## src/rtl/risc16_pkg.sv

```systemverilog
`default_nettype none
// ============================================================================
//  Module   : risc16_pkg
//  Purpose  : Shared RiSC-16 definitions: word length, opcodes, instruction
//             field positions and the NOP encoding.
//  Revision : 1.0 - initial release
// ============================================================================
package risc16_pkg;

    localparam int c_WORD_LEN = 16;

    // Major opcodes, instruction bits [15:13]
    localparam logic [2:0] c_OP_ADD  = 3'd0;
    localparam logic [2:0] c_OP_ADDI = 3'd1;
    localparam logic [2:0] c_OP_NAND = 3'd2;
    localparam logic [2:0] c_OP_LUI  = 3'd3;
    localparam logic [2:0] c_OP_SW   = 3'd4;
    localparam logic [2:0] c_OP_LW   = 3'd5;
    localparam logic [2:0] c_OP_BEQ  = 3'd6;
    localparam logic [2:0] c_OP_JALR = 3'd7;

    // Field bit positions
    localparam int c_OP_MSB    = 15;
    localparam int c_OP_LSB    = 13;
    localparam int c_RA_MSB    = 12;
    localparam int c_RA_LSB    = 10;
    localparam int c_RB_MSB    = 9;
    localparam int c_RB_LSB    = 7;
    localparam int c_RC_MSB    = 2;
    localparam int c_RC_LSB    = 0;
    localparam int c_IMM7_MSB  = 6;
    localparam int c_IMM10_MSB = 9;

    localparam logic [c_WORD_LEN-1:0] c_NOP = 16'h0000;

    function automatic logic [2:0] get_opcode(input logic [c_WORD_LEN-1:0] inst);
        return inst[c_OP_MSB:c_OP_LSB];
    endfunction

endpackage
`default_nettype wire

```

## src/rtl/sync_fifo.sv

```systemverilog
`default_nettype none
// ============================================================================
//  Module   : sync_fifo
//  Purpose  : Single-clock FIFO with flush. Holds instruction data only; the
//             matching addresses are implied by the consumer's head pointer.
//  Revision : 1.0 - initial release
// ============================================================================
module sync_fifo #(
    parameter int p_WIDTH = 16,
    parameter int p_DEPTH = 4
) (
    input  logic                     i_clk,
    input  logic                     i_rst_n,
    input  logic                     i_push,
    input  logic [p_WIDTH-1:0]       i_data,
    input  logic                     i_pop,
    input  logic                     i_flush,
    output logic [p_WIDTH-1:0]       o_head,
    output logic [$clog2(p_DEPTH):0] o_count,
    output logic                     o_empty,
    output logic                     o_full
);

    localparam int c_PTR_W = $clog2(p_DEPTH);
    localparam int c_CNT_W = c_PTR_W + 1;

    logic [p_WIDTH-1:0] r_mem [p_DEPTH];
    logic [c_PTR_W-1:0] r_rd_ptr;
    logic [c_PTR_W-1:0] r_wr_ptr;
    logic [c_CNT_W-1:0] r_count;

    // Pointer and occupancy bookkeeping; a flush wins over push and pop
    always_ff @(posedge i_clk or negedge i_rst_n) begin
        if (!i_rst_n) begin
            r_rd_ptr <= '0;
            r_wr_ptr <= '0;
            r_count  <= '0;
        end else if (i_flush) begin
            r_rd_ptr <= '0;
            r_wr_ptr <= '0;
            r_count  <= '0;
        end else begin
            if (i_push) r_wr_ptr <= r_wr_ptr + c_PTR_W'(1);
            if (i_pop)  r_rd_ptr <= r_rd_ptr + c_PTR_W'(1);
            case ({i_push, i_pop})
                2'b10:   r_count <= r_count + c_CNT_W'(1);
                2'b01:   r_count <= r_count - c_CNT_W'(1);
                default: r_count <= r_count;
            endcase
        end
    end

    // Storage needs no reset: an entry is only observed after it is written
    always_ff @(posedge i_clk) begin
        if (i_push && !i_flush) r_mem[r_wr_ptr] <= i_data;
    end

    assign o_head  = r_mem[r_rd_ptr];
    assign o_count = r_count;
    assign o_empty = (r_count == '0);
    assign o_full  = (r_count == c_CNT_W'(p_DEPTH));

endmodule
`default_nettype wire

```

## src/rtl/inst_fetch_buffer.sv

```systemverilog
`default_nettype none
// ============================================================================
//  Module   : inst_fetch_buffer
//  Purpose  : Sequential instruction prefetcher between a variable-latency
//             valid/ready instruction memory and the single-cycle core.
//             Flushes on any PC discontinuity and discards stale responses.
//  Revision : 1.0 - initial release
// ============================================================================
module inst_fetch_buffer
    import risc16_pkg::*;
#(
    parameter int p_WORD_LEN = c_WORD_LEN,
    parameter int p_DEPTH    = 4
) (
    input  logic                  i_clk,
    input  logic                  i_rst_n,
    input  logic [p_WORD_LEN-1:0] i_pc,
    input  logic                  i_inst_ack,
    output logic [p_WORD_LEN-1:0] o_inst,
    output logic                  o_inst_valid,
    output logic                  o_imem_req_valid,
    input  logic                  i_imem_req_ready,
    output logic [p_WORD_LEN-1:0] o_imem_req_addr,
    input  logic                  i_imem_rsp_valid,
    input  logic [p_WORD_LEN-1:0] i_imem_rsp_data
);

    localparam int c_CNT_W = $clog2(p_DEPTH) + 1;   // holds 0..p_DEPTH
    localparam int c_SUM_W = c_CNT_W + 2;           // holds the sum of three counters
    localparam logic [c_SUM_W-1:0] c_DEPTH_SUM = c_SUM_W'(p_DEPTH);

    logic [p_WORD_LEN-1:0] r_fetch_pc;
    logic [p_WORD_LEN-1:0] r_expect_pc;
    logic [c_CNT_W-1:0]    r_live;
    logic [c_CNT_W-1:0]    r_drop;
    logic                  r_started;   // low in the first cycle after reset release

    logic [p_WORD_LEN-1:0] w_fifo_head;
    logic [c_CNT_W-1:0]    w_fifo_count;
    logic                  w_fifo_empty;
    logic                  w_fifo_full;
    logic [c_SUM_W-1:0]    w_occupancy;
    logic                  w_redirect;
    logic                  w_issue;
    logic                  w_req_fire;
    logic                  w_rsp_drop;
    logic                  w_push;
    logic                  w_pop;

    // Redirect detection, issue gating, response routing and core-side outputs
    always_comb begin
        // Reset release is treated as a discontinuity so fetch starts cleanly
        w_redirect       = !r_started || (i_pc != r_expect_pc);
        // Every FIFO slot is reserved by a queued word or an outstanding request
        w_occupancy      = c_SUM_W'(w_fifo_count) + c_SUM_W'(r_live) + c_SUM_W'(r_drop);
        w_issue          = !w_redirect && (w_occupancy < c_DEPTH_SUM);
        w_req_fire       = w_issue && i_imem_req_ready;
        w_rsp_drop       = i_imem_rsp_valid && (r_drop != '0);
        w_push           = i_imem_rsp_valid && (r_drop == '0) && !w_redirect;
        o_inst_valid     = !w_redirect && !w_fifo_empty;
        w_pop            = i_inst_ack && o_inst_valid;
        o_inst           = o_inst_valid ? w_fifo_head : p_WORD_LEN'(c_NOP);
        o_imem_req_valid = w_issue;
        o_imem_req_addr  = r_fetch_pc;
    end

    // Stream addresses and in-flight request accounting
    always_ff @(posedge i_clk or negedge i_rst_n) begin
        if (!i_rst_n) begin
            r_started   <= 1'b0;
            r_fetch_pc  <= '0;
            r_expect_pc <= '0;
            r_live      <= '0;
            r_drop      <= '0;
        end else begin
            r_started <= 1'b1;
            if (w_redirect) begin
                // Everything still in flight now belongs to a dead stream
                r_fetch_pc  <= i_pc;
                r_expect_pc <= i_pc;
                r_live      <= '0;
                r_drop      <= r_drop + r_live - c_CNT_W'(i_imem_rsp_valid);
            end else begin
                if (w_req_fire) r_fetch_pc  <= r_fetch_pc + p_WORD_LEN'(1);
                if (w_pop)      r_expect_pc <= r_expect_pc + p_WORD_LEN'(1);
                r_live <= r_live + c_CNT_W'(w_req_fire) - c_CNT_W'(w_push);
                r_drop <= r_drop - c_CNT_W'(w_rsp_drop);
            end
        end
    end

    sync_fifo #(
        .p_WIDTH (p_WORD_LEN),
        .p_DEPTH (p_DEPTH)
    ) u_fifo (
        .i_clk   (i_clk),
        .i_rst_n (i_rst_n),
        .i_push  (w_push),
        .i_data  (i_imem_rsp_data),
        .i_pop   (w_pop),
        .i_flush (w_redirect),
        .o_head  (w_fifo_head),
        .o_count (w_fifo_count),
        .o_empty (w_fifo_empty),
        .o_full  (w_fifo_full)
    );

    // The issue gate reserves a slot per request, so a push never meets a full FIFO
    a_fifo_no_overflow: assert property (@(posedge i_clk) disable iff (!i_rst_n)
        !(w_push && w_fifo_full && !w_pop));

endmodule
`default_nettype wire
```

## config.mk

```make
export PLATFORM = sky130hd
export DESIGN_NAME = inst_fetch_buffer
export DESIGN_NICKNAME = d
export VERILOG_FILES = /design/src/rtl/risc16_pkg.sv /design/src/rtl/sync_fifo.sv /design/src/rtl/inst_fetch_buffer.sv
export SDC_FILE = /design/constraint.sdc
export NUM_CORES = 1
export LEC_CHECK = 0
export ABC_AREA = 0
export BUFFER_PORTS_ARGS = -buffer_cell sky130_fd_sc_hd__buf_4
export CAP_MARGIN = 5
export CORE_UTILIZATION = 50
export CTS_BUF_LIST = sky130_fd_sc_hd__clkbuf_2 sky130_fd_sc_hd__clkbuf_4 sky130_fd_sc_hd__clkbuf_8
export DETAILED_ROUTE_END_ITERATION = 8
export GPL_TIMING_DRIVEN = 0
export HOLD_SLACK_MARGIN = 0.1
export PLACE_DENSITY = 0.7
export SYNTH_ARGS = -nofsm -noshare
export SYNTH_HDL_FRONTEND = slang
export SYNTH_HIERARCHICAL = 1
export SYNTH_SLANG_ARGS = --single-unit
```

## constraint.sdc

```tcl
create_clock -name i_clk -period 4.8 [get_ports i_clk]
set_clock_uncertainty 0.2 [all_clocks]
set_input_delay 0.48 -clock i_clk [delete_from_list [all_inputs] [get_ports i_clk]]
set_output_delay 0.48 -clock i_clk [all_outputs]
set_load 0.02 [all_outputs]
```

==> run_results.csv, run 1 <==
group,metric,value,unit
floorplanning,start_util,51.8,%
clock_tree,cts_sinks,110,
sta,period_needed,4.21,ns
clock_tree,numCtsBuffers,9,
place,port-buffer-count,70,
clock_tree,cts-htree-levels,3,
outcome,status,"finished, final reports clean",
final_layout,final_area,0.00674,mm²
routing,wirelength,10900,µm
grt,grt_util_all_layers,20.4,%
synthesis,avgSynthCellArea,13.9,µm²
synthesis,syn-cell-area,0.00569,mm²
clock_tree,postCtsSetupRepairBufs,0,
grt,grt_max_degree,47,
final_layout,nets,565,
routing,firstDrtPassIters,4,
synthesis,syn-num-nets,467,
worst_setup_path,cp_top_family,"adder cells",
worst_setup_path,critPathKind,"reg2reg",
sta,hold_violations,0,
grt,grt_pass1_vias,3609,
final_layout,nFillCells,854,
floorplanning,core_area,0.0110,mm²
routing,drt-initial-drc-count,201,
routing,viasPerCell,5.33,
sta,slew_viol_final,0,
sta,report.final.setup_viol,0,
place,dp_slack,0.532,ns
final_layout,diodes,0,
final_layout,multi_input_area,0.00239,mm²
place,dp_hpwl,7510,µm
sta,hold_ws,0.142,ns
place,dpl_cell_area,0.00639,mm²
floorplanning,die_y,109,µm
worst_setup_path,crit_fanout,7,
clock_tree,clk_path_buf_depth,2,
final_layout,regArea,0.00307,mm²
pwr,pwr_density_cell,276,mW/mm²
synthesis,synthCells,408,
worst_setup_path,crit_top_cell,"inv_1",
worst_setup_path,worstPathRequired,4.88,ns
clock_tree,tritoncts,"yes",
pwr,internal-power,1370,µW
sta,fmax,238,MHz
clock_tree,clk_pin_slew,0.11,ns
pwr,switching_power,494,µW
sta,worst_pin_slew,0.924,ns
worst_setup_path,crit_buf_inv,4,
run,maxCapViolCount,0,
routing,drc,0,
worst_setup_path,worstPathCellList,"inv_1 -> fa_1 -> inv_1 -> ha_1 -> or3b_2 -> o22ai_1 -> nor3b_1 -> nand2b_1 -> ha_1 -> inv_1 -> ha_1 -> inv_1 -> fa_1 -> xnor2_1 -> xnor2_1 -> nor2_1",
pwr,max-vdd-ir-drop,265,µV
final_layout,drive_gt1_share,27.8,%
worst_setup_path,cp.arrival,4.29,ns
floorplanning,ioPinCount,71,
routing,vias,3472,
sta,rsz0062_at_grt,"false",
pwr,power.total,1860,µW
synthesis,yosysWarnings,6,
grt,antenna_found_initial,0,
worst_setup_path,startpoint_type,"register",
worst_setup_path,endpoint_kind,"register",
hold_path,hp-class,"in2reg",
grt,grt_pass1_wl,17800,µm
worst_setup_path,crit_slowest_cell,"fa_1",
floorplanning,row_count,38,
final_layout,syn2layout_area_growth,18.5,%
pwr,power.leakage,0.00271,µW
routing,wl_per_cell,16.7,µm
sta,period_share,87.7,%
sta,tns,0,ns
floorplanning,die_w,109,µm
routing,ant_nets,0,
clock_tree,root_buffer,"clkbuf_8",
grt,overflow,0,
clock_tree,clk_latency,0.39,ns
pwr,p_seq_share,56.8,%
sta,fin_ws,0.593,ns
sta,relSlewSlack,38.4,%
final_layout,layout_commonest_cell,"buf_4",
final_layout,final_cell_mix,"buf_4, edfxtp_1, dfrtp_1",
floorplanning,die_area,0.0118,mm²
place,gp_congestion,0.813,
worst_setup_path,slowest_delay,0.53,ns
pwr,p_comb_share,14.4,%
pwr,clkPwrFrac,28.9,%
pwr,swShare,26.5,%
[final timing paths]
kind | from | to | slack (ns) | cells past startpoint
max | r_live[2] | r_live[2] | 0.59 | 16
max reg2reg | r_live[2] | r_live[2] | 0.59 | 16
min reg2reg | u_fifo/r_wr_ptr[1] | u_fifo/r_wr_ptr[1] | 0.41 | 2
max in group asynchronous | i_rst_n | r_expect_pc[3] | 3.54 | 2
min in group asynchronous | i_rst_n | o_imem_req_addr[9] | 0.43 | 2
min | i_pc[13] | o_imem_req_addr[13] | 0.14 | 2
[stage by stage]
stage / cells / util [%]
floorplan: 408 / -
global placement: 618 / 58.2
detailed placement: 618 / 58.2
CTS: 651 / 61.4
global route: 651 / 61.4
finish: 651 / 61.4
[sequential cells by signal (all words and copies together) (netlist names)]
register	flops
u_fifo/r_rd_ptr	2
u_fifo/r_wr_ptr	2
r_live	3
r_expect_pc	16
r_drop	3
u_fifo/o_count	3
o_imem_req_addr	16
r_started	1
u_fifo/r_mem	64
[area by class of cell]
class	instances	share of cell area [%]
plain buffers	19	1.99
clock buffers	10	1.95
clock inverters	6	0.779
inverters	25	1.39
multi-input cells	254	35.4
flip-flops and latches	110	45.6
well taps	140	2.60
repair buffers	87	10.3
[power groups by stage]
stage	Sequential, µW	Combinational, µW	Clock, µW
after floorplan	1080	167	0
after global placement	1080	252	0
after detailed placement	1080	261	0
after CTS	1060	273	554
after global routing	1060	306	591
final	1060	268	538
[metal layers]
| metal | wire length, µm | track usage [%] |
|---|---|---|
| met5 | 0 | 0 |
| met3 | 421 | 3.47 |
| met1 | 4890 | 25.6 |
| met4 | 182 | 8.69 |
| met2 | 5400 | 34.8 |
[what timing repair did]
| action | CTS | global route |
|---|---|---|
| gates resized for setup | 0 | 0 |
| hold endpoints to repair | 110 | 0 |
| hold buffers | 17 | 0 |
No activity file was read; power rests on OpenSTA's default activity.
==> run 2: changes to the inputs <==
--- a/config.mk
+++ b/config.mk
@@ -13,7 +13,8 @@
 export DETAILED_ROUTE_END_ITERATION = 8
 export GPL_TIMING_DRIVEN = 0
 export HOLD_SLACK_MARGIN = 0.1
-export PLACE_DENSITY = 0.7
+export PLACE_DENSITY_LB_ADDON = 0.15
+export SKIP_CTS_REPAIR_TIMING = 1
 export SYNTH_ARGS = -nofsm -noshare
 export SYNTH_HDL_FRONTEND = slang
 export SYNTH_HIERARCHICAL = 1
==> run_results.csv, run 2 (synthesis gave the netlist of run 1 again) <==
group,metric,value,unit
outcome,status,"finished, final reports clean",
worst_setup_path,startpoint_type,"register",
floorplanning,row_count,38,
routing,firstDrtPassIters,4,
routing,drc,0,
routing,wirelength,11100,µm
grt,grt_pass1_wl,17500,µm
pwr,pwr_density_cell,276,mW/mm²
sta,tns,0,ns
floorplanning,die_area,0.0118,mm²
hold_path,hp-class,"in2reg",
sta,hold_violations,0,
floorplanning,core_area,0.0110,mm²
final_layout,syn2layout_area_growth,18.6,%
sta,relSlewSlack,37.2,%
place,port-buffer-count,70,
final_layout,final_area,0.00675,mm²
final_layout,regMostFlops,"u_fifo/r_mem",
worst_setup_path,endpoint_kind,"register",
run,maxCapViolCount,0,
floorplanning,die_y,109,µm
place,dpl_cell_area,0.00639,mm²
clock_tree,cts_sinks,110,
sta,worst_pin_slew,0.942,ns
floorplanning,die_w,109,µm
grt,grt_pass1_vias,3507,
grt,grt_util_all_layers,20.2,%
final_layout,layout_commonest_cell,"buf_4",
worst_setup_path,cp.arrival,4.29,ns
final_layout,nFillCells,854,
final_layout,drive_gt1_share,27.8,%
clock_tree,numCtsBuffers,9,
pwr,power.leakage,0.00272,µW
clock_tree,root_buffer,"clkbuf_8",
place,dp_hpwl,7650,µm
place,gp_congestion,0.839,
worst_setup_path,critPathKind,"reg2reg",
clock_tree,cts-htree-levels,3,
worst_setup_path,crit_fanout,7,
sta,period_needed,4.22,ns
grt,overflow,0,
final_layout,nets,565,
sta,period_share,88.0,%
routing,ant_nets,0,
clock_tree,tritoncts,"yes",
final_layout,diodes,0,
grt,grt_max_degree,47,
routing,vias,3441,
sta,rsz0062_at_grt,"false",
routing,wl_per_cell,17.0,µm
sta,fmax,237,MHz
final_layout,largest_reg_flops,64,
clock_tree,clk_pin_slew,0.11,ns
sta,slew_viol_final,0,
pwr,power.total,1860,µW
grt,antenna_found_initial,0,
pwr,max-vdd-ir-drop,231,µV
sta,report.final.setup_viol,0,
worst_setup_path,worstPathRequired,4.86,ns
clock_tree,clk_path_buf_depth,2,
clock_tree,clk_latency,0.38,ns
routing,viasPerCell,5.29,
routing,drt-initial-drc-count,176,
floorplanning,start_util,51.8,%
floorplanning,ioPinCount,71,
final_layout,final_cell_mix,"buf_4, edfxtp_1, dfrtp_1",
-- run 2: changes by cell type in the layout (fill, tap and decap cells not counted), sizes merged --
cell      delta
clkinv       +3
clkbuf       -1
clkinvlp     -1
inv          -1
-- run 2: path summary, 6_finish.rpt --
| kind | startpoint | endpoint | slack [ns] | depth (start not counted) |
|---|---|---|---|---|
| worst max register to register | r_drop[2] | r_live[2] | 0.58 | 16 |
| worst max-delay path | r_drop[2] | r_live[2] | 0.58 | 16 |
| worst min-delay path | i_pc[13] | o_imem_req_addr[13] | 0.15 | 2 |
| worst min register to register | u_fifo/r_wr_ptr[1] | u_fifo/r_wr_ptr[1] | 0.43 | 2 |
| max in group asynchronous | i_rst_n | r_expect_pc[13] | 3.54 | 2 |
| min in group asynchronous | i_rst_n | r_drop[1] | 0.46 | 2 |
-- run 2: final cells by class --
type	count	area (µm²)	share of cell area [%]
Sequential cell	110	3070	45.5
Multi-Input combinational cell	254	2390	35.4
Buffer	19	134	1.98
Tap cell	140	175	2.60
Inverter	25	93.8	1.39
Clock buffer	9	124	1.84
Clock inverter	7	63.8	0.946
Timing Repair Buffer	87	696	10.3
-- run 2: power breakdown --
| group | switching, µW | internal (µW) | total [µW] |
|---|---|---|---|
| logic | 132 | 137 | 269 |
| registers | 28.3 | 1030 | 1060 |
| clock network | 336 | 201 | 537 |
| total | 497 | 1370 | 1860 |
-- run 2: critical path, stage by stage, from the launching register on --
cell and delay, ns:
dfrtp_1 0.43, inv_1 0.08, fa_1 0.51, inv_1 0.07
ha_1 0.27, or3b_2 0.43, o22ai_1 0.52, nor3b_1 0.20
nand2b_1 0.17, ha_1 0.24, inv_1 0.05, ha_1 0.14
inv_1 0.05, fa_1 0.39, xnor2_1 0.18, xnor2_1 0.13
nor2_1 0.05
-- run 2: stage by stage --
stage                     util, %  std cells  hold slack [ns]  setup slack, ns
after detailed placement     58.2        618            0.345            0.536
after floorplan                 -        408          -0.0156             1.07
after CTS                    59.9        634          -0.0842            0.545
after global routing         61.4        651            0.135            0.315
final                        61.4        651            0.150            0.575
after global placement       58.2        618            0.344            0.598
-- run 2: layer usage --
layer	vias up	wire (µm)	track usage, %
met5	-	0	0
met4	0	87	5.69
met3	6	436	4.54
met2	78	5650	35.4
met1	1699	4890	25.2
li1	1658	-	-
